==> src/rtl/univ_reg_seq_pkg.sv <==
// Shared definitions for the universal register / auto-repeat sequencer.
//   - MODE_* : operation select encodings for the 3-bit mode input.
//   - state_e: sequencer FSM state encoding.
//   - is_seq_mode(): true for modes that the sequencer may repeat.
package univ_reg_seq_pkg;

    localparam logic [2:0] MODE_HOLD = 3'b000;
    localparam logic [2:0] MODE_LOAD = 3'b001;
    localparam logic [2:0] MODE_SHL  = 3'b010;
    localparam logic [2:0] MODE_SHR  = 3'b011;
    localparam logic [2:0] MODE_ROTL = 3'b100;
    localparam logic [2:0] MODE_ROTR = 3'b101;
    localparam logic [2:0] MODE_INC  = 3'b110;
    localparam logic [2:0] MODE_DEC  = 3'b111;

    typedef enum logic {
        ST_IDLE = 1'b0,
        ST_RUN  = 1'b1
    } state_e;

    // HOLD and LOAD are not repeatable; everything from SHL upwards is.
    function automatic logic is_seq_mode(input logic [2:0] m);
        return m[2] | m[1];
    endfunction

endpackage

==> src/rtl/univ_reg_alu.sv <==
// Combinational next-value logic of the universal register.
// Ports:
//   mode      - operation select (see univ_reg_seq_pkg MODE_*)
//   A         - current register contents
//   I         - parallel load data
//   sin_l     - serial bit entering the LSB on shift-left
//   sin_r     - serial bit entering the MSB on shift-right
//   next_A    - register value after the operation
//   next_cout - shifted/rotated-out bit, carry or borrow (0 for HOLD/LOAD)
module univ_reg_alu
    import univ_reg_seq_pkg::*;
#(
    parameter int WIDTH = 4
) (
    input  logic [2:0]       mode,
    input  logic [WIDTH-1:0] A,
    input  logic [WIDTH-1:0] I,
    input  logic             sin_l,
    input  logic             sin_r,
    output logic [WIDTH-1:0] next_A,
    output logic             next_cout
);

    // One extra bit on the adder exposes carry (INC) and borrow (DEC) directly.
    logic [WIDTH:0] inc_w;
    logic [WIDTH:0] dec_w;

    assign inc_w = {1'b0, A} + (WIDTH+1)'(1);
    assign dec_w = {1'b0, A} - (WIDTH+1)'(1);

    always_comb begin
        next_A    = A;
        next_cout = 1'b0;
        case (mode)
            MODE_HOLD: begin
                next_A    = A;
                next_cout = 1'b0;
            end
            MODE_LOAD: begin
                next_A    = I;
                next_cout = 1'b0;
            end
            MODE_SHL: begin
                next_A    = {A[WIDTH-2:0], sin_l};
                next_cout = A[WIDTH-1];
            end
            MODE_SHR: begin
                next_A    = {sin_r, A[WIDTH-1:1]};
                next_cout = A[0];
            end
            MODE_ROTL: begin
                next_A    = {A[WIDTH-2:0], A[WIDTH-1]};
                next_cout = A[WIDTH-1];
            end
            MODE_ROTR: begin
                next_A    = {A[0], A[WIDTH-1:1]};
                next_cout = A[0];
            end
            MODE_INC: begin
                next_A    = inc_w[WIDTH-1:0];
                next_cout = inc_w[WIDTH];
            end
            MODE_DEC: begin
                next_A    = dec_w[WIDTH-1:0];
                next_cout = dec_w[WIDTH];
            end
            default: begin
                next_A    = A;
                next_cout = 1'b0;
            end
        endcase
    end

endmodule

==> src/rtl/univ_reg_seq.sv <==
// Universal register with an auto-repeat sequencer.
// Executes HOLD/LOAD/SHL/SHR/ROTL/ROTR/INC/DEC every clock, or, on start,
// repeats a latched operation cnt times with a busy/done handshake.
// Ports:
//   clk   - rising-edge clock
//   rst   - asynchronous active-low reset
//   mode  - operation select
//   I     - parallel load data
//   sin_l - serial input for shift-left (enters LSB), sampled live in RUN
//   sin_r - serial input for shift-right (enters MSB), sampled live in RUN
//   start - request auto-repeat of mode, cnt times
//   cnt   - repeat count
//   A     - register contents
//   cout  - shifted/rotated-out bit, carry or borrow
//   busy  - sequencer running
//   done  - one-cycle pulse at sequence end
module univ_reg_seq
    import univ_reg_seq_pkg::*;
#(
    parameter int               WIDTH   = 4,
    parameter logic [WIDTH-1:0] RST_VAL = '0,
    localparam int              CNT_W   = $clog2(WIDTH + 1)
) (
    input  logic             clk,
    input  logic             rst,
    input  logic [2:0]       mode,
    input  logic [WIDTH-1:0] I,
    input  logic             sin_l,
    input  logic             sin_r,
    input  logic             start,
    input  logic [CNT_W-1:0] cnt,
    output logic [WIDTH-1:0] A,
    output logic             cout,
    output logic             busy,
    output logic             done
);

    state_e           state_q;
    logic [WIDTH-1:0] a_q;
    logic             cout_q;
    logic             busy_q;
    logic             done_q;
    logic [2:0]       op_q;
    logic [CNT_W-1:0] rem_q;

    logic [2:0]       alu_mode;
    logic [WIDTH-1:0] alu_a;
    logic             alu_cout;

    // While running, the latched operation replaces the live mode input.
    assign alu_mode = (state_q == ST_RUN) ? op_q : mode;

    univ_reg_alu #(
        .WIDTH (WIDTH)
    ) u_alu (
        .mode      (alu_mode),
        .A         (a_q),
        .I         (I),
        .sin_l     (sin_l),
        .sin_r     (sin_r),
        .next_A    (alu_a),
        .next_cout (alu_cout)
    );

    always_ff @(posedge clk or negedge rst) begin
        if (!rst) begin
            state_q <= ST_IDLE;
            a_q     <= RST_VAL;
            cout_q  <= 1'b0;
            busy_q  <= 1'b0;
            done_q  <= 1'b0;
            op_q    <= MODE_HOLD;
            rem_q   <= '0;
        end else begin
            done_q <= 1'b0;
            case (state_q)
                ST_IDLE: begin
                    if (start && is_seq_mode(mode)) begin
                        // Accepting edge leaves A and cout untouched.
                        if (cnt == '0) begin
                            done_q <= 1'b1;
                        end else begin
                            op_q    <= mode;
                            rem_q   <= cnt;
                            state_q <= ST_RUN;
                            busy_q  <= 1'b1;
                        end
                    end else begin
                        a_q    <= alu_a;
                        cout_q <= alu_cout;
                    end
                end
                ST_RUN: begin
                    a_q    <= alu_a;
                    cout_q <= alu_cout;
                    rem_q  <= rem_q - CNT_W'(1);
                    if (rem_q == CNT_W'(1)) begin
                        state_q <= ST_IDLE;
                        busy_q  <= 1'b0;
                        done_q  <= 1'b1;
                    end
                end
                default: begin
                    state_q <= ST_IDLE;
                    busy_q  <= 1'b0;
                end
            endcase
        end
    end

    assign A    = a_q;
    assign cout = cout_q;
    assign busy = busy_q;
    assign done = done_q;

endmodule

==> config.mk <==
export PLATFORM = sky130hd
export DESIGN_NAME = univ_reg_seq
export DESIGN_NICKNAME = d
export VERILOG_FILES = /design/src/rtl/univ_reg_seq_pkg.sv /design/src/rtl/univ_reg_alu.sv /design/src/rtl/univ_reg_seq.sv
export SDC_FILE = /design/constraint.sdc
export NUM_CORES = 1
export LEC_CHECK = 0
export CAP_MARGIN = 10
export CELL_PAD_IN_SITES_DETAIL_PLACEMENT = 1
export CELL_PAD_IN_SITES_GLOBAL_PLACEMENT = 1
export CORE_ASPECT_RATIO = 1.1
export CORE_UTILIZATION = 35
export DETAILED_ROUTE_END_ITERATION = 7
export DONT_BUFFER_PORTS = 1
export PLACE_DENSITY_LB_ADDON = 0.1
export SLEW_MARGIN = 20
export SYNTH_ARGS = -nofsm -noshare
export SYNTH_HDL_FRONTEND = slang
export SYNTH_HIERARCHICAL = 1
export SYNTH_SLANG_ARGS = --single-unit
==> constraint.sdc <==
create_clock -name clk -period 2.4 [get_ports clk]
set_clock_uncertainty 0.15 [all_clocks]
set_input_delay 0.48 -clock clk [delete_from_list [all_inputs] [get_ports clk]]
set_output_delay 0.48 -clock clk [all_outputs]
set_load 0.01 [all_outputs]
=== Yosys cells after proc, flatten, opt, wreduce, memory -nomap -nowiden ===
Index checks and enable logic that the tools add are counted.

* Output and inout port bits: 7
* Input port bits: 15
* Register bits after elaboration: 14
* Word-level logic and storage cells: 56

* Bitwise operators: 3
* Equality and inequality tests: 12
* Multiplexer cells: 22
* Reductions and logical operators: 9
* $add $sub $neg: 3

{| class="wikitable"
|+ Operators with widths
! operator !! count
|-
| $pmux 4 s8 || 1
|-
| $eq 3x3->1 const B || 4
|-
| $mux 1 || 10
|-
| $mux 3 || 3
|-
| $pmux 1 s2 || 4
|-
| $pmux 4 s2 || 1
|-
| $eq 3x1->1 const B || 2
|-
| $eq 3x2->1 const B || 2
|-
| $logic_not 3->1 || 2
|-
| $ne 2x2->1 const B || 3
|-
| $pmux 3 s2 || 1
|-
| $reduce_and 3->1 || 2
|-
| $reduce_or 2->1 || 3
|-
| $add 4x1->5 const B || 1
|-
| $pmux 1 s5 || 1
|-
| $sub 4x1->5 const B || 1
|-
| $mux 4 || 1
|-
| $sub 3x1->3 const B || 1
|-
| $ne 2x1->1 const B || 1
|-
| $not 1->1 || 2
|-
| $reduce_and 2->1 || 1
|-
| $logic_and 1x1->1 || 1
|-
| $or 1x1->1 || 1
|}

=== Depth between registers and ports, before layout ===
Gate-level depths: netlist of run 1.

* Word-level depth: 6
* Mapped depth: 9

=== Modules after synthesis ===
Netlist of run 1, hierarchy kept.

{| class="wikitable"
|+ Modules (own cells, without submodules)
! module !! times used !! area each (sq um) !! cells an instance !! seq. area each (sq um)
|-
| univ_reg_seq || 1 || 688.2 || 53 || 350.3
|-
| univ_reg_alu || 1 || 359.1 || 55 || 0.0
|}

=== Worst setup path after synthesis of run 1 ===
Ideal clock, no wire load.

* Path kind: register to register
* Start: reg state_q
* End: reg a_q[1], in the netlist A[1]
* Data required time: 2.125 ns
* Library setup time: 0.125 ns
* Cell stages (with the launch flop): 10
* Arrival: 2.210 ns
* Setup slack: -0.085 ns
* Clock period less this slack: 2.485 ns
* Path through: dfrtp_1 buf_4 mux2_2 buf_6 or2_1 clkbuf_2 or3_1 a32oi_1 nor2_1 mux2_2

* Cells in the longest elaborated chain, start to end: 5

{| class="wikitable"
|+ Ends and longest elaborated chain
! item !! RTL line !! RTL
|-
| start, declared || univ_reg_seq.sv:38 || <nowiki>state_e state_q;</nowiki>
|-
| start signal, assigned || univ_reg_seq.sv:67 || <nowiki>state_q <= ST_IDLE;</nowiki>
|-
| start signal, assigned || univ_reg_seq.sv:85 || <nowiki>state_q <= ST_RUN;</nowiki>
|-
| start signal, assigned || univ_reg_seq.sv:98 || <nowiki>state_q <= ST_IDLE;</nowiki>
|-
| $mux 3 (*) || univ_reg_seq.sv:51 || <nowiki>assign alu_mode = (state_q == ST_RUN) ? op_q : mode;</nowiki>
|-
| net alu_mode[2] || univ_reg_seq.sv:46 || <nowiki>logic [2:0] alu_mode;</nowiki>
|-
| $eq 3x3->1, or another cell as far along || univ_reg_alu.sv:34 || <nowiki>case (mode)</nowiki>
|-
| $pmux 4 s8 (*) || univ_reg_alu.sv:34 ||
|-
| net alu_a[1] || univ_reg_seq.sv:47 || <nowiki>logic [WIDTH-1:0] alu_a;</nowiki>
|-
| $mux 4 || univ_reg_seq.sv:78 || <nowiki>if (start && is_seq_mode(mode)) begin</nowiki>
|-
| $pmux 4 s2 (*) || univ_reg_seq.sv:76 || <nowiki>case (state_q)</nowiki>
|-
| end signal, assigned || univ_reg_seq.sv:89 || <nowiki>a_q <= alu_a;</nowiki>
|-
| end signal, assigned || univ_reg_seq.sv:94 || <nowiki>a_q <= alu_a;</nowiki>
|-
| end, declared || univ_reg_seq.sv:39 || <nowiki>logic [WIDTH-1:0] a_q;</nowiki>
|}

The timed path passes the listed nets; every way through them passes the cells marked *. The select of a mux whose other input is x is not followed.
A chain may end at the register's enable or synchronous reset.

=== Worst setup path after layout of run 1 ===
Same ends and word-level chain as after synthesis.

==> results of run 1 <==
==> placed cells by master (no fill, tap or decap), types with 4 or more instances in the layout <==
cell type                  n
sky130_fd_sc_hd__dfrtp_1  13
sky130_fd_sc_hd__mux2_2   12
sky130_fd_sc_hd__o21ai_0   9
sky130_fd_sc_hd__inv_1     6
sky130_fd_sc_hd__a21oi_1   6
sky130_fd_sc_hd__nand2_1   6
sky130_fd_sc_hd__nor2_1    5
sky130_fd_sc_hd__buf_4     5
sky130_fd_sc_hd__a22oi_1   4
sky130_fd_sc_hd__ha_1      4
==> layer usage <==
| layer | share of wire | vias to the layer above |
|---|---|---|
| met5 | 0 | - |
| met4 | 0.027 | 0 |
| met3 | 0.048 | 6 |
| met2 | 0.50 | 24 |
| met1 | 0.42 | 439 |
| li1 | - | 409 |
==> what timing repair did <==
item,4_1_cts,5_1_grt
hold endpoints to repair,14,0
hold buffers,1,0
setup endpoints to repair,0,0
==> kinds of logic after synthesis <==
logic type      share of synthesized area
simple gates                        0.167
buf+inv                            0.0633
compound gates                      0.215
mux                                 0.139
flops                               0.335
xor+xnor                           0.0335
fa+ha+maj                          0.0478
==> state kept, by name, indices dropped and copies added (netlist names) <==
| signal | flops |
|---|---|
| A | 4 |
| op_q | 3 |
| rem_q | 3 |
| busy | 1 |
| cout | 1 |
| done | 1 |
| state_q | 1 |
==> final timing paths <==
check | startpoint | end | slack, ps | cells after the start
max in group asynchronous | rst | state_q | 1130 | 1
min in group asynchronous | rst | op_q[0] | 520 | 1
setup reg to reg | state_q | A[1] | 260 | 6
hold / removal | mode[0] | op_q[0] | 200 | 1
setup / recovery | state_q | A[1] | 260 | 6
hold reg to reg | op_q[0] | op_q[0] | 360 | 1
==> final cells by class <==
| type | instances | area, sq um |
|---|---|---|
| clock buffers | 4 | 36.3 |
| fillers | 340 | 1670 |
| inverters | 7 | 26.3 |
| multi-input cells | 82 | 631 |
| flip-flops and latches | 14 | 352 |
| well taps | 33 | 41.3 |
| repair buffers | 6 | 47.5 |
==> power by group through the flow <==
stage                     clock (mW)  combinational [mW]  sequential, mW
after floorplan                    0               0.828           0.483
after global placement             0               0.995           0.519
after detailed placement           0                1.01           0.519
after CTS                      0.174                1.02           0.515
after global routing           0.181                1.14           0.536
final                          0.167                1.01           0.514
==> per-stage QoR <==
stage               setup TNS (ps)  cells
global placement                 0    141
finish                           0    146
CTS                              0    146
global route                     0    146
floorplan                    -14.6    108
detailed placement               0    141
==> worst reg2reg max path, cell delays in order, from the launching register on <==
cell                      delay (ps)
sky130_fd_sc_hd__dfrtp_2         400
sky130_fd_sc_hd__mux2_2          350
sky130_fd_sc_hd__or2_1           240
sky130_fd_sc_hd__or3_1           350
sky130_fd_sc_hd__a32oi_1         210
sky130_fd_sc_hd__nor2_1           70
sky130_fd_sc_hd__mux2_2          260
==> impl.org, run 1 <==
** Clock tree
- After clock tree synthesis, the clock-pin slew on the worst setup and hold paths is 90 ps.
- The tree is rooted in a sky130_fd_sc_hd__clkbuf_4.
- Counting every sink on the clock net gives 14.
- TritonCTS built the clock tree.
- Setup repair bufs after CTS :: 0
- The clock passes through at most 2 buffers.
- After clock tree synthesis, the repair step resized 0 gates.
- Num CTS Buffers :: 3
- For the worst-skew pair, the clock arrives at the later sink with an insertion delay of 270 ps.
- CTS built an H-tree with a depth of 1.

** Setup path
- The critical path goes through mux2_2, or2_1, or3_1, a32oi_1, nor2_1, mux2_2.
- Cell family with most CP delay :: simple AND/OR/NAND/NOR gates
- In this run the worst path has a maximum fanout of 4.
- In this design, the critical path's most frequently occurring cell is sky130_fd_sc_hd__mux2_2.
- The number of buffers and inverters on the critical path is 0.
- The largest individual stage delay along the critical path comes from the cell sky130_fd_sc_hd__dfrtp_2.
- Type of the worst setup path :: flip-flop to flip-flop
- Critical Path RT :: 2410 ps
- Type of element capturing the critical path :: flip-flop
- Data arrival time at the worst-slack endpoint :: 2150 ps
- For this run, the slowest stage of the critical path takes 400 ps.
- Startpoint class of the critical path :: flip-flop

** GRT
- GR Util met3 :: 0.0231
- The via count of the first global-routing pass is 908.
- Met2 GRT Util :: 0.308
- The number of antenna violations at the first check in global routing came to 0.
- Global-route wire length before repair :: 4.21 mm
- Global routing finished with a remaining overflow of 0.
- Met1 global-route usage :: 0.223
- In this run the most used layer during global routing was met2.
- In the global route stage, overall resource usage came out at 0.182.
- Entering global routing, the biggest net connects 15 pins.

** Route
- For this block, the routed nets add up to 2.51 mm of wire.
- The routed layout has 878 vias.
- Dividing the detail-routed wire length by the instance count gives 17.2 um.
- Once detail routing completed, the nets flagged for antenna violations numbered 0.
- Via-to-Cell Ratio :: 6.01
- Router iterations before antenna repair :: 4
- In this run, the number of DRC markers left after iteration 0 of detailed routing was 21.
- After detailed routing, the number of remaining DRC violations is 0.

** Pwr
- In this run the static leakage power is 0.465 nW.
- Of the total power, the clock network draws 0.099.
- Of the total power, combinational logic draws 0.598.
- Internal power :: 0.941 mW
- The analysis attributes to net switching a power of 0.754 mW.
- Areal power density over the cells :: 1500 nW/um^2
- Switching portion of total power :: 0.445
- Summing internal, switching and leakage power gives 1.69 mW.
- Maximum ir drop on the vdd rail :: 0.617 mV
- Of the total power, registers draw 0.303.

** Logic synthesis
- Post-synth top area share :: 0.335
- Number of nets in the synthesized netlist :: 127
- Most common library cells after synthesis :: sky130_fd_sc_hd__dfrtp_1 (14), sky130_fd_sc_hd__mux2_2 (12), sky130_fd_sc_hd__o21ai_0 (9)
- A synthesized cell averages 9.70 sq um.
- Summed over all instances, the cell type with the most area after synthesis is sky130_fd_sc_hd__dfrtp_1.
- Mapped cell area :: 1050 sq um
- Post-synthesis sequential element count :: 14
- Synthesis handed over a netlist of 108 instances.
- Sequential element share of the synthesized area :: 0.335
- By area the synthesized netlist is led by sky130_fd_sc_hd__dfrtp_1 (33%), sky130_fd_sc_hd__mux2_2 (13%), sky130_fd_sc_hd__ha_1 (4.8%).
- Most common cell in the netlist :: sky130_fd_sc_hd__dfrtp_1
- Count of flip-flops with a built-in enable after synthesis :: 0
- Distinct cell type count after synthesis :: 39
- For this run, the leading register cell type out of synthesis is sky130_fd_sc_hd__dfrtp_1.
- YS warnings :: 6
- Ys async rst share :: 1.00

** Floorplanning
- The core region is 2800 sq um.
- The floorplan has 20 rows.
- Boundary Pins :: 22
- Full die area :: 3220 sq um
- Die Wd :: 54.2 um
- Effective utilization at floorplan :: 0.374
- Floorplan die height :: 59.4 um

** Layout
- Net total in the final layout :: 133
- The area growth from synthesis to layout is 8.24%.
- Util after Layout :: 0.404
- Of the cells placed in the final design, the portion with a size suffix greater than 1 is 0.257.
- Once layout is done, the placed cells without fillers occupy 1130 sq um.
- 0 antenna diodes ended up in the layout.

** Timing
- Headroom to the max-slew limit came out at 0.564.
- Hold timing on the final database bottoms out at a slack of 203 ps.
- The smallest clock period supported by the final layout is computed as 2140 ps.
- Dividing the final minimum period by the clock period gives 0.892.
- Fin worst setup slack :: 260 ps
- For the pin with the worst max-slew slack, the measured transition is 651 ps.
- Unrepaired setup endpoints after global routing :: false
- Finish-stage setup viols :: 0
- Max-slew violations :: 0
- FMAX :: 467 MHz
- Final hold vios :: 0

** Place
- Routability-driven placement finished with a final weighted congestion of 0.757.
- The placed instances occupy a cell area of 1090 sq um.
- Total half-perimeter wirelength after legalization and detailed placement :: 2.01 mm
- Buffers on Ports :: 0
- Timing analysis after detailed placement gives a worst setup slack of 249 ps.

** Outcome
- The run finished with clean final reports.

** Run
- Across the run, the number of max-cap violations was 0.

** Worst hold path
- Hold Crit Class :: primary input to flip-flop
(Power assumes the default switching activity.)
==> run 2: changes to the inputs <==
Settings changed: PLACE_DENSITY from default to 0.67, PLACE_DENSITY_LB_ADDON 0.1 to default.
==> impl.org, run 2 (synthesis results as in run 1) <==
** Outcome
- Outcome :: finished, final reports clean

** Route
- The average wire per cell in the routed design is 16.7 um (-2.7%).
- The remaining design rule violation count came to 0 (unchanged).
- Routed vias :: 848 (-3.4%)
- DRT antenna net count :: 0 (unchanged)
- The number of iterations in the first detailed-routing pass is 2 (-2).
- Via-to-Cell Ratio :: 5.81 (-3.4%)
- Iter 0 DRT Violations :: 10 (-52%)
- Wire length reported by the detailed router :: 2.45 mm (-2.7%)

** Layout
- Number of antenna repair diodes :: 0 (unchanged)
- Area growth from synthesis to layout :: 8.24% (unchanged)
- The final non-filler cell area is 1130 sq um (unchanged).
- The library cell used most frequently in the layout, excluding fill and tap cells, is sky130_fd_sc_hd__dfrtp_1.
- The flip-flop count of the largest register after layout is 4 (unchanged).
- Util after Layout :: 0.404 (unchanged)
- Most frequent cells in the layout :: sky130_fd_sc_hd__dfrtp_1 (13), sky130_fd_sc_hd__mux2_2 (12), sky130_fd_sc_hd__o21ai_0 (9)
- The post-layout net count was 133 (unchanged).
- The share of final-layout standard cells stronger than drive strength 1 came to 0.257 (unchanged).

** Place
- The routability congestion estimate came to 0.785 (+3.7%).
- The number of port buffers was 0 (unchanged).
- The post-detailed-placement cell area came to 1090 sq um (unchanged).
- The detailed placer's ending HPWL was 1.88 mm (-6.3%).

** Setup path
- Worst setup path startpoint :: state_q
- The cell that appears most often on the critical path is sky130_fd_sc_hd__mux2_2.
- The worst register-to-register path ends at A[3].
- STA classifies the critical path startpoint as a flip-flop.
- The startpoint identified for the worst register-to-register timing path is state_q.
- Critical Path, Cell by Cell :: mux2_2, inv_2, or4_1, a211o_1, nand4_1, mux2_2
- The critical path in this run is classified as flip-flop to flip-flop.
- The data required time at the worst endpoint came to 2480 ps (+70 ps).
- Cell with the largest stage delay on the worst path :: sky130_fd_sc_hd__or4_1
- Worst reg2reg setup slack :: 130 ps (-130 ps)
- Critical path fanouts, max :: 13 (+9)
- Type of element capturing the critical path :: flip-flop
- Worst R2R Path Depth :: 6 (unchanged)
- The highest cell delay on the worst timing path came to 510 ps (+110 ps).
- Data arrival time at the worst-slack endpoint :: 2350 ps (+200 ps)

** Clock tree
- The post-CTS setup buffer count was 0 (unchanged).
- Clock insertion delay at the later pin of the skew report :: 290 ps (+20 ps)
- The post-CTS clock slew at the launch and capture registers of the worst setup and hold paths came to 90 ps (about the same).
- The clock sink total came to 14 (unchanged).
- TritonCTS clock tree :: yes
- Clock Tree Root :: sky130_fd_sc_hd__clkbuf_4
- Clk buf depth :: 2 (unchanged)
- Num CTS Buffers :: 3 (unchanged)
- The number of levels in the clock H-tree was 1 (unchanged).

** Timing
- The headroom to the max-slew limit is 0.565 (about the same).
- FMAX :: 440 MHz (-5.9%)
- The number of pins with negative max-slew slack in the final report is 0 (unchanged).
- The transition time at the pin with the least slew margin came to 651 ps (-0.589 ps).
- Final min period :: 2270 ps (+133 ps)
- Tcrit/Tclk final :: 0.947 (+0.0556)
- The final setup violation count was 0 (unchanged).
- The final hold violation count is 0 (unchanged).
- Setup repair after global routing left no endpoint under its margin.

** Floorplanning
- Die Wd :: 54.2 um (unchanged)
- The area of the die was 3220 sq um (unchanged).
- # rows :: 20 (unchanged)
- The number of I/O pins came to 22 (unchanged).
- The effective utilization at floorplan was 0.374 (unchanged).
- The area of the placeable core is 2800 sq um (unchanged).
- Floorplan die height :: 59.4 um (unchanged)

** Worst hold path
- Worst Hold Depth :: 1 (unchanged)
- The worst hold path terminates at op_q[1].
- In this run the worst hold path is classified as primary input to flip-flop.
- Worst hold start :: mode[1]

** GRT
- The global-route total usage across every layer is 0.170 (-0.0123).
- The global-route wire length before repair is 3.91 mm (-7.2%).
- The total global routing overflow was 0 (unchanged).
- Number of antenna violations at the first check in global routing :: 0 (unchanged)
- Largest net degree at the start of global routing :: 15 (unchanged)
- The via count of the first global-routing pass is 877 (-3.4%).

** Run
- Max-cap violation count :: 0 (unchanged)

** Pwr
- Maximum ir drop on the vdd rail :: 0.620 mV (+0.56%)
- The leakage power came to 0.465 nW (about the same).
- The power density normalized to cell area was 1500 nW/um^2 (+0.13%).
[run 2: metrics by stage]
stage	cells	power (mW)	setup slack [ps]	TNS (ps)	hold slack, ps
2_1_floorplan	108	1.31	-14.6	-14.6	34.4
3_3_place_gp	141	1.49	185	0	34.8
3_5_place_dp	141	1.52	146	0	34.8
4_1_cts	146	1.71	118	0	174
5_1_grt	146	1.84	61.8	0	178
6_report	146	1.70	127	0	188
[run 2: routing by layer]
metal,vias up,GRT usage,part of all wire
met5,-,0,0
met4,0,0.0879,0.015
met3,4,0.0231,0.040
met2,20,0.275,0.48
met1,414,0.216,0.46
li1,410,-,-
[run 2: worst max path at each step]
stage	to	slack, ps	cells past startpoint
2_1_floorplan	A[1]	-10	9
3_3_place_gp	A[3]	180	6
3_5_place_dp	A[3]	150	6
4_1_cts	A[3]	120	6
5_1_grt	A[3]	60	6
6_report	A[3]	130	6
[run 2: final cells by class]
| cell class | instances | area, sq um |
|---|---|---|
| tap | 33 | 41.3 |
| fill | 341 | 1670 |
| inverter | 7 | 26.3 |
| sequential | 14 | 352 |
| multi-input combinational | 82 | 631 |
| timing repair buffer | 6 | 47.5 |
| clock buffer | 4 | 36.3 |
[run 2: what timing repair did]
item                                   4_1_cts  5_1_grt
endpoints found under the hold margin       14        0
gates resized for setup                      0        0
hold buffers                                 1        0
[run 2: critical path: cells and delay by family (launching register included)]
family / cells / cell delay, ps
AND/OR/NAND/NOR: 2 / 620
flip-flops: 1 / 440
AO/OA/AOI/OAI: 1 / 310
buffers and inverters: 1 / 110
multiplexers: 2 / 580
[run 2: power breakdown]
part           total [mW]  switching [mW]  internal, mW
Combinational        1.02           0.524         0.492
Sequential          0.504           0.149         0.355
Clock               0.176          0.0835        0.0925
